===== src/rtl/instr_encoder_pkg.sv =====
// Shared types and constants for the instruction encoder: format selector,
// opcode constants and the FIFO entry payload.
package instr_encoder_pkg;

    localparam int unsigned XLEN      = 32;
    localparam int unsigned REG_W     = 5;
    localparam int unsigned OPC_W     = 7;
    localparam int unsigned F3_W      = 3;
    localparam int unsigned F7_W      = 7;
    localparam int unsigned ERR_CNT_W = 16;

    localparam logic [XLEN-1:0] BASE_ADDR = 32'h0000_0000;
    localparam logic [XLEN-1:0] ADDR_STEP = 32'd4;

    typedef enum logic [2:0] {
        INSTR_R = 3'd0,
        INSTR_I = 3'd1,
        INSTR_S = 3'd2,
        INSTR_B = 3'd3,
        INSTR_U = 3'd4,
        INSTR_J = 3'd5
    } instr_type_enum;

    localparam logic [OPC_W-1:0] OP_IMM    = 7'h13;
    localparam logic [OPC_W-1:0] OP_STORE  = 7'h23;
    localparam logic [OPC_W-1:0] OP_BRANCH = 7'h63;
    localparam logic [OPC_W-1:0] OP_LUI    = 7'h37;
    localparam logic [OPC_W-1:0] OP_JAL    = 7'h6F;
    localparam logic [XLEN-1:0]  NOP_WORD  = 32'h0000_0013;

    typedef struct packed {
        logic [XLEN-1:0] instr;
        logic [XLEN-1:0] addr;
        logic            err;
    } fifo_entry_t;

endpackage


===== src/rtl/instr_encoder_if.sv =====
// Request and response channels of the instruction encoder.
interface instr_encoder_if;
    import instr_encoder_pkg::*;

    logic                 in_valid;
    logic                 in_ready;
    instr_type_enum       in_type;
    logic [OPC_W-1:0]     in_opcode;
    logic [REG_W-1:0]     in_rd;
    logic [REG_W-1:0]     in_rs1;
    logic [REG_W-1:0]     in_rs2;
    logic [F3_W-1:0]      in_funct3;
    logic [F7_W-1:0]      in_funct7;
    logic [XLEN-1:0]      in_imm;
    logic                 out_valid;
    logic                 out_ready;
    logic [XLEN-1:0]      out_instr;
    logic [XLEN-1:0]      out_addr;
    logic                 out_err;
    logic [ERR_CNT_W-1:0] err_count;

    modport master (
        output in_valid, in_type, in_opcode, in_rd, in_rs1, in_rs2,
               in_funct3, in_funct7, in_imm, out_ready,
        input  in_ready, out_valid, out_instr, out_addr, out_err, err_count
    );

    modport slave (
        input  in_valid, in_type, in_opcode, in_rd, in_rs1, in_rs2,
               in_funct3, in_funct7, in_imm, out_ready,
        output in_ready, out_valid, out_instr, out_addr, out_err, err_count
    );

endinterface


===== src/rtl/instr_encoder_imm_pack.sv =====
// Places immediate bits at their instruction-word positions for each format
// and flags immediates the format cannot represent.
module instr_encoder_imm_pack
    import instr_encoder_pkg::*;
(
    input  instr_type_enum  instr_type,
    input  logic [XLEN-1:0] imm,
    output logic [XLEN-1:0] imm_bits_c,
    output logic            range_err_c,
    output logic            type_err_c
);

    logic signed [XLEN-1:0] simm;
    assign simm = $signed(imm);

    always_comb begin
        imm_bits_c  = '0;
        range_err_c = 1'b0;
        type_err_c  = 1'b0;
        case (instr_type)
            INSTR_R: ;
            INSTR_I: begin
                imm_bits_c[31:20] = imm[11:0];
                range_err_c = (simm < -32'sd2048) || (simm > 32'sd2047);
            end
            INSTR_S: begin
                imm_bits_c[31:25] = imm[11:5];
                imm_bits_c[11:7]  = imm[4:0];
                range_err_c = (simm < -32'sd2048) || (simm > 32'sd2047);
            end
            INSTR_B: begin
                imm_bits_c[31]    = imm[12];
                imm_bits_c[30:25] = imm[10:5];
                imm_bits_c[11:8]  = imm[4:1];
                imm_bits_c[7]     = imm[11];
                range_err_c = (simm < -32'sd4096) || (simm > 32'sd4094) || imm[0];
            end
            INSTR_U: begin
                imm_bits_c[31:12] = imm[31:12];
                range_err_c = |imm[11:0];
            end
            INSTR_J: begin
                imm_bits_c[31]    = imm[20];
                imm_bits_c[30:21] = imm[10:1];
                imm_bits_c[20]    = imm[11];
                imm_bits_c[19:12] = imm[19:12];
                range_err_c = (simm < -32'sd1048576) || (simm > 32'sd1048574) || imm[0];
            end
            default: type_err_c = 1'b1;
        endcase
    end

endmodule


===== src/rtl/instr_encoder.sv =====
// Encodes instruction descriptions into 32-bit words, tags each with its byte
// address, and queues {instr, addr, err} in a 2-entry FIFO.
module instr_encoder
    import instr_encoder_pkg::*;
(
    input  logic            clk,
    input  logic            reset,
    input  logic            restart,
    instr_encoder_if.slave  bus
);

    logic [XLEN-1:0]      imm_bits_c;
    logic                 range_err_c;
    logic                 type_err_c;
    logic [XLEN-1:0]      field_bits_c;
    fifo_entry_t          new_entry_c;
    logic                 accept_c;
    logic                 pop_c;

    fifo_entry_t          head_q, head_d;
    fifo_entry_t          tail_q, tail_d;
    logic                 head_vld_q, head_vld_d;
    logic                 tail_vld_q, tail_vld_d;
    logic [XLEN-1:0]      addr_q, addr_d;
    logic [ERR_CNT_W-1:0] err_cnt_q, err_cnt_d;

    instr_encoder_imm_pack u_imm_pack (
        .instr_type  (bus.in_type),
        .imm         (bus.in_imm),
        .imm_bits_c  (imm_bits_c),
        .range_err_c (range_err_c),
        .type_err_c  (type_err_c)
    );

    // Register/opcode fields that sit alongside the immediate for each format
    always_comb begin
        field_bits_c = '0;
        case (bus.in_type)
            INSTR_R: field_bits_c = {bus.in_funct7, bus.in_rs2, bus.in_rs1,
                                     bus.in_funct3, bus.in_rd, bus.in_opcode};
            INSTR_I: field_bits_c = {12'b0, bus.in_rs1, bus.in_funct3,
                                     bus.in_rd, bus.in_opcode};
            INSTR_S,
            INSTR_B: field_bits_c = {7'b0, bus.in_rs2, bus.in_rs1,
                                     bus.in_funct3, 5'b0, bus.in_opcode};
            INSTR_U,
            INSTR_J: field_bits_c = {20'b0, bus.in_rd, bus.in_opcode};
            default: field_bits_c = '0;
        endcase
    end

    assign new_entry_c.instr = type_err_c ? NOP_WORD : (imm_bits_c | field_bits_c);
    assign new_entry_c.addr  = addr_q;
    assign new_entry_c.err   = type_err_c | range_err_c;

    assign bus.in_ready = !tail_vld_q && !restart && !reset;
    assign accept_c     = bus.in_valid && bus.in_ready;
    assign pop_c        = head_vld_q && bus.out_ready;

    // FIFO shifts toward the head so outputs come straight from head_q
    always_comb begin
        head_d     = head_q;
        tail_d     = tail_q;
        head_vld_d = head_vld_q;
        tail_vld_d = tail_vld_q;
        addr_d     = addr_q;
        err_cnt_d  = err_cnt_q;
        if (restart) begin
            head_vld_d = 1'b0;
            tail_vld_d = 1'b0;
            addr_d     = BASE_ADDR;
        end else begin
            if (accept_c) begin
                addr_d = addr_q + ADDR_STEP;
                if (new_entry_c.err && (err_cnt_q != '1)) begin
                    err_cnt_d = err_cnt_q + ERR_CNT_W'(1);
                end
            end
            case ({pop_c, accept_c})
                2'b10: begin
                    head_d     = tail_q;
                    head_vld_d = tail_vld_q;
                    tail_vld_d = 1'b0;
                end
                2'b01: begin
                    if (!head_vld_q) begin
                        head_d     = new_entry_c;
                        head_vld_d = 1'b1;
                    end else begin
                        tail_d     = new_entry_c;
                        tail_vld_d = 1'b1;
                    end
                end
                2'b11: head_d = new_entry_c;
                default: ;
            endcase
        end
    end

    always_ff @(posedge clk) begin
        if (reset) begin
            head_q     <= '0;
            tail_q     <= '0;
            head_vld_q <= 1'b0;
            tail_vld_q <= 1'b0;
            addr_q     <= BASE_ADDR;
            err_cnt_q  <= '0;
        end else begin
            head_q     <= head_d;
            tail_q     <= tail_d;
            head_vld_q <= head_vld_d;
            tail_vld_q <= tail_vld_d;
            addr_q     <= addr_d;
            err_cnt_q  <= err_cnt_d;
        end
    end

    assign bus.out_valid = head_vld_q;
    assign bus.out_instr = head_q.instr;
    assign bus.out_addr  = head_q.addr;
    assign bus.out_err   = head_q.err;
    assign bus.err_count = err_cnt_q;

endmodule


===== src/flat_wrapper.sv =====
// flat-port wrapper written by rule: the top's interface ports become plain ports
module instr_encoder_flat import instr_encoder_pkg::*;
  (clk, reset, restart, bus_in_valid, bus_in_type, bus_in_opcode, bus_in_rd, bus_in_rs1, bus_in_rs2, bus_in_funct3, bus_in_funct7, bus_in_imm, bus_out_ready, bus_in_ready, bus_out_valid, bus_out_instr, bus_out_addr, bus_out_err, bus_err_count);
  instr_encoder_if bus_i ();
  input  logic clk;
  input  logic reset;
  input  logic restart;
  input wire logic [$bits(bus_i.in_valid)-1:0] bus_in_valid;
  input wire logic [$bits(bus_i.in_type)-1:0] bus_in_type;
  input wire logic [$bits(bus_i.in_opcode)-1:0] bus_in_opcode;
  input wire logic [$bits(bus_i.in_rd)-1:0] bus_in_rd;
  input wire logic [$bits(bus_i.in_rs1)-1:0] bus_in_rs1;
  input wire logic [$bits(bus_i.in_rs2)-1:0] bus_in_rs2;
  input wire logic [$bits(bus_i.in_funct3)-1:0] bus_in_funct3;
  input wire logic [$bits(bus_i.in_funct7)-1:0] bus_in_funct7;
  input wire logic [$bits(bus_i.in_imm)-1:0] bus_in_imm;
  input wire logic [$bits(bus_i.out_ready)-1:0] bus_out_ready;
  output wire logic [$bits(bus_i.in_ready)-1:0] bus_in_ready;
  output wire logic [$bits(bus_i.out_valid)-1:0] bus_out_valid;
  output wire logic [$bits(bus_i.out_instr)-1:0] bus_out_instr;
  output wire logic [$bits(bus_i.out_addr)-1:0] bus_out_addr;
  output wire logic [$bits(bus_i.out_err)-1:0] bus_out_err;
  output wire logic [$bits(bus_i.err_count)-1:0] bus_err_count;
  assign bus_i.in_valid = bus_in_valid;
  assign bus_i.in_type = bus_in_type;
  assign bus_i.in_opcode = bus_in_opcode;
  assign bus_i.in_rd = bus_in_rd;
  assign bus_i.in_rs1 = bus_in_rs1;
  assign bus_i.in_rs2 = bus_in_rs2;
  assign bus_i.in_funct3 = bus_in_funct3;
  assign bus_i.in_funct7 = bus_in_funct7;
  assign bus_i.in_imm = bus_in_imm;
  assign bus_i.out_ready = bus_out_ready;
  assign bus_in_ready = bus_i.in_ready;
  assign bus_out_valid = bus_i.out_valid;
  assign bus_out_instr = bus_i.out_instr;
  assign bus_out_addr = bus_i.out_addr;
  assign bus_out_err = bus_i.out_err;
  assign bus_err_count = bus_i.err_count;
  instr_encoder u_core (.clk(clk), .reset(reset), .restart(restart), .bus(bus_i));
endmodule

===== config.mk =====
export PLATFORM = sky130hd
export DESIGN_NAME = instr_encoder_flat
export DESIGN_NICKNAME = d
export VERILOG_FILES = /design/src/rtl/instr_encoder_pkg.sv /design/src/rtl/instr_encoder_if.sv /design/src/rtl/instr_encoder_imm_pack.sv /design/src/rtl/instr_encoder.sv /design/src/flat_wrapper.sv
export SDC_FILE = /design/constraint.sdc
export NUM_CORES = 1
export LEC_CHECK = 0
export BUFFER_PORTS_ARGS = -buffer_cell sky130_fd_sc_hd__clkbuf_2
export CAP_MARGIN = 15
export CORE_ASPECT_RATIO = 2
export CORE_MARGIN = 5
export CORE_UTILIZATION = 54
export CTS_CLUSTER_SIZE = 16
export DETAILED_ROUTE_END_ITERATION = 16
export GPL_TIMING_DRIVEN = 1
export PLACE_DENSITY = 0.89
export SKIP_LAST_GASP = 1
export SYNTH_ARGS = -nofsm -noshare
export SYNTH_HDL_FRONTEND = slang
export SYNTH_SLANG_ARGS = --single-unit

===== constraint.sdc =====
create_clock -name clk -period 4.05 [get_ports clk]
set_clock_uncertainty 0.1 [all_clocks]
set_input_delay 0.81 -clock clk [delete_from_list [all_inputs] [get_ports clk]]
set_output_delay 0.81 -clock clk [all_outputs]
set_load 0.05 [all_outputs]

## Yosys cells after proc, flatten, opt, wreduce, memory -nomap -nowiden

Index checks and enable logic that the tools add are counted.

- Memory bits (writable): 0
- Memories kept: 0
- Bits in latches: 0
- Output and inout port bits: 83
- Bits of input ports: 72
- Register bits: 180
- Bits in read-only memories: 0

- Bitwise operators: 3
- Reductions and logical operators: 26
- Eq/ne operators: 11
- Order comparisons: 6
- Muxes and demuxes: 13
- Shift operators: 0
- Divide/modulo/power cells: 0
- Multipliers: 0
- $add $sub $neg: 2

Operators by type and width:

| kind | number |
|---|---|
| $pmux W65 S3 | 1 |
| $pmux W32 S4 | 1 |
| $mux W65 | 1 |
| $add A32 B3 Y32 const B | 1 |
| $gt A32 B12 Y1 const B | 1 |
| $gt A32 B13 Y1 const B | 1 |
| $gt A32 B21 Y1 const B | 1 |
| $lt A32 B12 Y1 const B | 1 |
| $lt A32 B13 Y1 const B | 1 |
| $lt A32 B21 Y1 const B | 1 |
| $mux W32 | 1 |
| $or A32 B32 Y32 | 1 |
| $pmux W7 S4 | 1 |
| $add A16 B1 Y16 const B | 1 |
| $ne A16 B16 Y1 const B | 1 |
| $pmux W5 S3 | 1 |
| $reduce_or A12 Y1 | 1 |
| $pmux W5 S2 | 1 |
| $reduce_and A3 Y1 | 3 |
| $mux W8 | 1 |
| $reduce_or A2 Y1 | 4 |
| $eq A3 B2 Y1 const B | 2 |
| $eq A3 B3 Y1 const B | 2 |
| $reduce_or A6 Y1 | 1 |
| 17 further kinds | 30 |

## Depth between registers and ports, before layout

- Word-level depth: 7
- Gate-level depth with buffers: 15
- Depth with buffers taken out: 8

## By module

From an unflattened synthesis, not the netlist that was laid out.

- Cell total of the unflattened synthesis: 1093
- Area total of the unflattened synthesis: 8359.3 µm²

Modules (own cells, without submodules):

| module | area an instance (µm²) | times used | cells an instance |
|---|---|---|---|
| instr_encoder | 7723.7 | 1 | 996 |
| instr_encoder_imm_pack | 635.6 | 1 | 97 |

## Worst setup path after synthesis

Ideal clock, no wire load.

- Path kind: input to register
- Start point: in reset
- End point: reg u_core.tail_q[40] (netlist name)
- Data arrival time: 3421 ps
- Setup slack: 444 ps
- Stages: 15
- Cells stage by stage: buf_2 or2_1 buf_2 or3b_1 buf_6 inv_6 buf_2 buf_2 ha_1 nand2_1 nor2_1 clkbuf_1 clkbuf_1 nor2_1 a211oi_1

- Word-level cells in the longest chain between the ends: 5

Ends and longest elaborated chain:

| item | line | source |
|---|---|---|
| start: declaration | flat_wrapper.sv:6 | `input logic reset;` |
| $logic_not A1 Y1 | instr_encoder.sv:56 | `assign bus.in_ready = !tail_vld_q && !restart && !reset;` |
| $logic_and A1 B1 Y1 | instr_encoder.sv:56 |  |
| $logic_and A1 B1 Y1 | instr_encoder.sv:57 | `assign accept_c = bus.in_valid && bus.in_ready;` |
| named net u_core.accept_c | instr_encoder.sv:17 | `logic accept_c;` |
| $eq A2 B1 Y1 | instr_encoder.sv:79 | `case ({pop_c, accept_c})` |
| $reduce_and A3 Y1 (no source line) | n/a |  |
| end signal: assignment | instr_encoder.sv:110 | `tail_q <= tail_d;` |
| end: declaration | instr_encoder.sv:21 | `fifo_entry_t tail_q, tail_d;` |

The timed path passes the listed nets, and every way through them passes these cells.
A chain may end at the register's enable or synchronous reset.

## Worst setup path in the final report

- Start point: in bus_in_imm[28]
- End point: reg u_core.err_cnt_q[8], in the netlist u_core.bus.err_count[8]

- Word-level cells in the longest chain between the ends: 7
- Elaborated cells between the ends (all ways): 15
- Those cells by class: 6 x order compare; 1 x mux; 1 x bitwise; 7 x reduce/logical

Ends and longest elaborated chain:

| item | line | source |
|---|---|---|
| start: declaration | flat_wrapper.sv:16 | `input wire logic [$bits(bus_i.in_imm)-1:0] bus_in_imm;` |
| $lt A32 B21 Y1, or another cell as far along | instr_encoder_imm_pack.sv:47 | `range_err_c = (simm < -32'sd1048576) \|\| (simm > 32'sd1048574) \|\| imm[0];` |
| $logic_or A1 B1 Y1 (on tied branches) (2 in series) | instr_encoder_imm_pack.sv:47, instr_encoder_imm_pack.sv:36 |  |
| $pmux W1 S4 (*) | instr_encoder_imm_pack.sv:20 | `case (instr_type)` |
| $or A1 B1 Y1 (*) | instr_encoder.sv:54 | `assign new_entry_c.err = type_err_c \| range_err_c;` |
| $logic_and A1 B1 Y1 (*) | instr_encoder.sv:75 | `if (new_entry_c.err && (err_cnt_q != '1)) begin` |
| $reduce_and A3 Y1 (no source line) (*) | n/a |  |
| end signal: assignment | instr_encoder.sv:114 | `err_cnt_q <= err_cnt_d;` |
| end: declaration | instr_encoder.sv:25 | `logic [ERR_CNT_W-1:0] err_cnt_q, err_cnt_d;` |

Every way passes the cells marked *; elsewhere a longest branch is shown, timed or not.

==> summary.txt <==
Setup path
  • CP endpoint kind: flop
  • Critical path class: in2reg
  • CP max FO: 8
  • R2r endpoint: u_core.bus.err_count[11]$_SDFFE_PP0P_
  • CP Data Required Time: between 4 and 5 ns
  • CP startpoint kind: primary input
  • Crit-path slowest cell: nor4_1
  • Cell family with most CP delay: simple AND/OR/NAND/NOR gates
  • Worst reg-to-reg setup slack: between 1 and 1.5 ns
  • Worst-case reg-to-reg path depth: 8
  • Crit path largest cell delay: about 0.67 ns
  • Critical path data arrival time: 3.48 ns
  • Worst Path Buf+Inv: 1
  • Worst-path cell chain: clkbuf_2 > nand4_1 > or3_1 > nor4_1 > o21ai_0 > o2111ai_1 > o311ai_0 > o41ai_1
  • Worst R2R Start: u_core.bus.err_count[4]$_SDFFE_PP0P_

Logic synthesis
  • Top_reg_cell synth: dfxtp_1
  • Post-synth cell types: 52
  • Yosys Warn Count: 0
  • Post-synth ARST share: 0%
  • Post-synth EDFFs: 0
  • Synth Register Bits: approximately 170
  • Register area share after synthesis: between 40 and 50%
  • Synthesized area: approximately 8000 µm²
  • Syn_area_per_cell: 7.91 µm²
  • Cells after Synth: 987

Layout
  • Net count, final: around 1200
  • N_diodes: 0
  • Layout Area Growth over Synthesis: 17.1%
  • Commonest non-fill, non-tap cell in the layout: nand2_1
  • Post-route design area: a little over 9000 µm²
  • Most frequent cells in the layout: 201 x nand2_1, 174 x dfxtp_1, 151 x clkbuf_2
  • Share of post-route cells with drive strength above 1: a little under a fifth

Clock tree
  • Clock tree root buffer cell: clkbuf_16
  • Inserted Clock Buffers: 17
  • Max clock buf depth: 2
  • Hold-fix buffers, CTS: 0
  • Post-CTS resize count: 0
  • H-tree depth: 4
  • Clock-pin slew of the registers on the worst-case setup and hold paths: 0.07 ns
  • Clk_lat worst skew: around 0.43 ns
  • Setup Fix Bufs, Post-CTS: 0
  • CTS tree: done
  • Clock Sink Count: roughly 170

Min path
  • Hold depth: 2
  • Hold path startpoint: u_core.bus.out_instr[19]$_SDFFE_PP0P_
  • WHS Endpoint: u_core.bus.out_instr[19]$_SDFFE_PP0P_
  • HP Class: reg2reg

Place
  • PortBufs: about 150
  • Pre-CTS setup slack: around 0.42 ns
  • DP Area: between 8000 and 9000 µm²
  • DP HPWL: between 10000 and 15000 µm
  • Global placer's final weighted congestion: between 0.9 and 1

Timing
  • Final Hold Fails: 0
  • Fin worst setup slack: 0.796 ns
  • Period utilization: between 80 and 90%
  • Max Freq: between 0.3 and 0.4 GHz
  • Fin Setup TNS: 0 ns
  • Worst-Margin Slew: around 0.91 ns
  • Max-slew violations: 0
  • Crit path time final: 3.25 ns
  • Setup violators final: 0
  • RSZ-0062 raised after global routing: no
  • Slew headroom: around 40%

Floorplanning
  • Top Ports: ~160
  • Initial Utilization: 54.7%
  • DIE AREA: about 17000 µm²
  • Die H: about 180 µm
  • Die Width: ~95 µm
  • FP Rows: a little over 60
  • Core Area: 14300 µm²

Route
  • DRT iter0 DRCs: 396
  • ANT nets after route: 0
  • First drt pass iteration count: 5
  • Via density: roughly 5.7
  • Wire length per cell: 16.1 µm
  • DRC viols: 0
  • WL final: around 21000 µm
  • Total vias in the final route: approximately 7400

Power and ir drop
  • Sw Ratio: between 20 and 30%
  • Worst VDD drop: 0.000294 V
  • Sequential share of power: between 40% and 50%
  • Clock Power Share: between 40 and 50%
  • Tot Pwr: 3.59 mW
  • Pwr Density: slightly below 400 nW/µm²
  • Switching power: a little under 1 mW
  • Power Internal: 2.62 mW
  • Leakage: ~3.2 nW
  • Combinational power share: 8.4%

GRT
  • First-pass GRT wire length: ~34000 µm
  • Largest net degree at the start of global routing: between 80 and 90
  • GRT Overall Usage: about a quarter
  • Vias in the first global route: 7321
  • Antenna violations before repair: 0
  • GRT overflow: 0

Run
  • Max-cap violations: 0

Outcome
  • Status: complete, no violations
-- state kept, by name, indices dropped and copies added (netlist names) --
register              flops
u_core.tail_vld_q         1
u_core.bus.out_valid      1
u_core.addr_q            30
u_core.bus.out_err        1
u_core.bus.out_instr     32
u_core.tail_q            63
u_core.bus.err_count     16
u_core.bus.out_addr      30
-- layer usage --
layer	vias up	GRT usage (%)	routed length, µm
li1	3701	-	-
met4	0	13.5	893
met1	3442	25.3	7360
met5	-	0	0
met3	58	5.98	1170
met2	224	45.5	11400
-- how the worst max path moves through the flow --
stage,endpoint,slack [ns],depth (start not counted),startpoint
finish,u_core.bus.err_count[8]$_SDFFE_PP0P_,0.80,8,bus_in_imm[28]
global route,u_core.bus.err_count[8]$_SDFFE_PP0P_,0.69,8,bus_in_imm[29]
CTS,u_core.bus.err_count[8]$_SDFFE_PP0P_,0.86,8,bus_in_imm[28]
detailed placement,u_core.bus.err_count[8]$_SDFFE_PP0P_,0.42,8,bus_in_imm[28]
global placement,u_core.bus.err_count[10]$_SDFFE_PP0P_,0.43,8,bus_in_imm[28]
floorplan,u_core.tail_q[40]$_SDFFE_PP0P_,0.44,15,reset
-- logic make-up after synthesis --
family / count (synthesis) / synth area share [%]
other: 1 / 0.0480
XOR/XNOR: 26 / 2.92
AO/OA/AOI/OAI: 255 / 21.9
AND/OR/NAND/NOR: 426 / 24.0
flip-flops: 174 / 44.6
buffers and inverters: 98 / 5.54
multiplexers: 3 / 0.401
adder cells (fa/ha/maj): 4 / 0.641
-- cell type report --
class / instances / area, µm²
clock buffer: 18 / 429
clock inverter: 14 / 125
fill: 1252 / 5130
inverter: 14 / 57.6
multi-input combinational: 716 / 3910
sequential: 174 / 3480
tap: 192 / 240
timing repair buffer: 167 / 901
-- worst min-delay path: stages, from the launching register on --
cell	delay, ns
dfxtp_1	0.31
nand2_1	0.05
a21oi_1	0.05
-- stage by stage --
step / cells / util (%) / hold slack (ns)
floorplan: 988 / - / 0.337
global placement: 1263 / 60.2 / 0.339
detailed placement: 1263 / 60.2 / 0.345
CTS: 1295 / 64.1 / 0.353
global route: 1295 / 64.1 / 0.374
finish: 1295 / 64.1 / 0.349
-- Yosys cell counts (21+ instances only) --
cell type	count	share of area, %
nand2_1	201	9.7
clkbuf_1	54	2.6
buf_2	21	1.3
nor2_1	120	5.8
a22oi_1	21	2.0
dfxtp_1	174	45
o211ai_1	24	2.3
a311oi_1	35	3.9
a21oi_1	95	6.1
a211oi_1	35	3.4
nand3_1	27	1.7
xor2_1	21	2.4
-- power groups by stage --
stage	registers [mW]	clock network, mW	logic [mW]
3_5_place_dp	1.77	0	0.300
2_1_floorplan	1.82	0	0.152
5_1_grt	1.74	1.65	0.327
4_1_cts	1.73	1.58	0.301
6_report	1.73	1.55	0.301
3_3_place_gp	1.77	0	0.297
(Power assumes the default switching activity.)
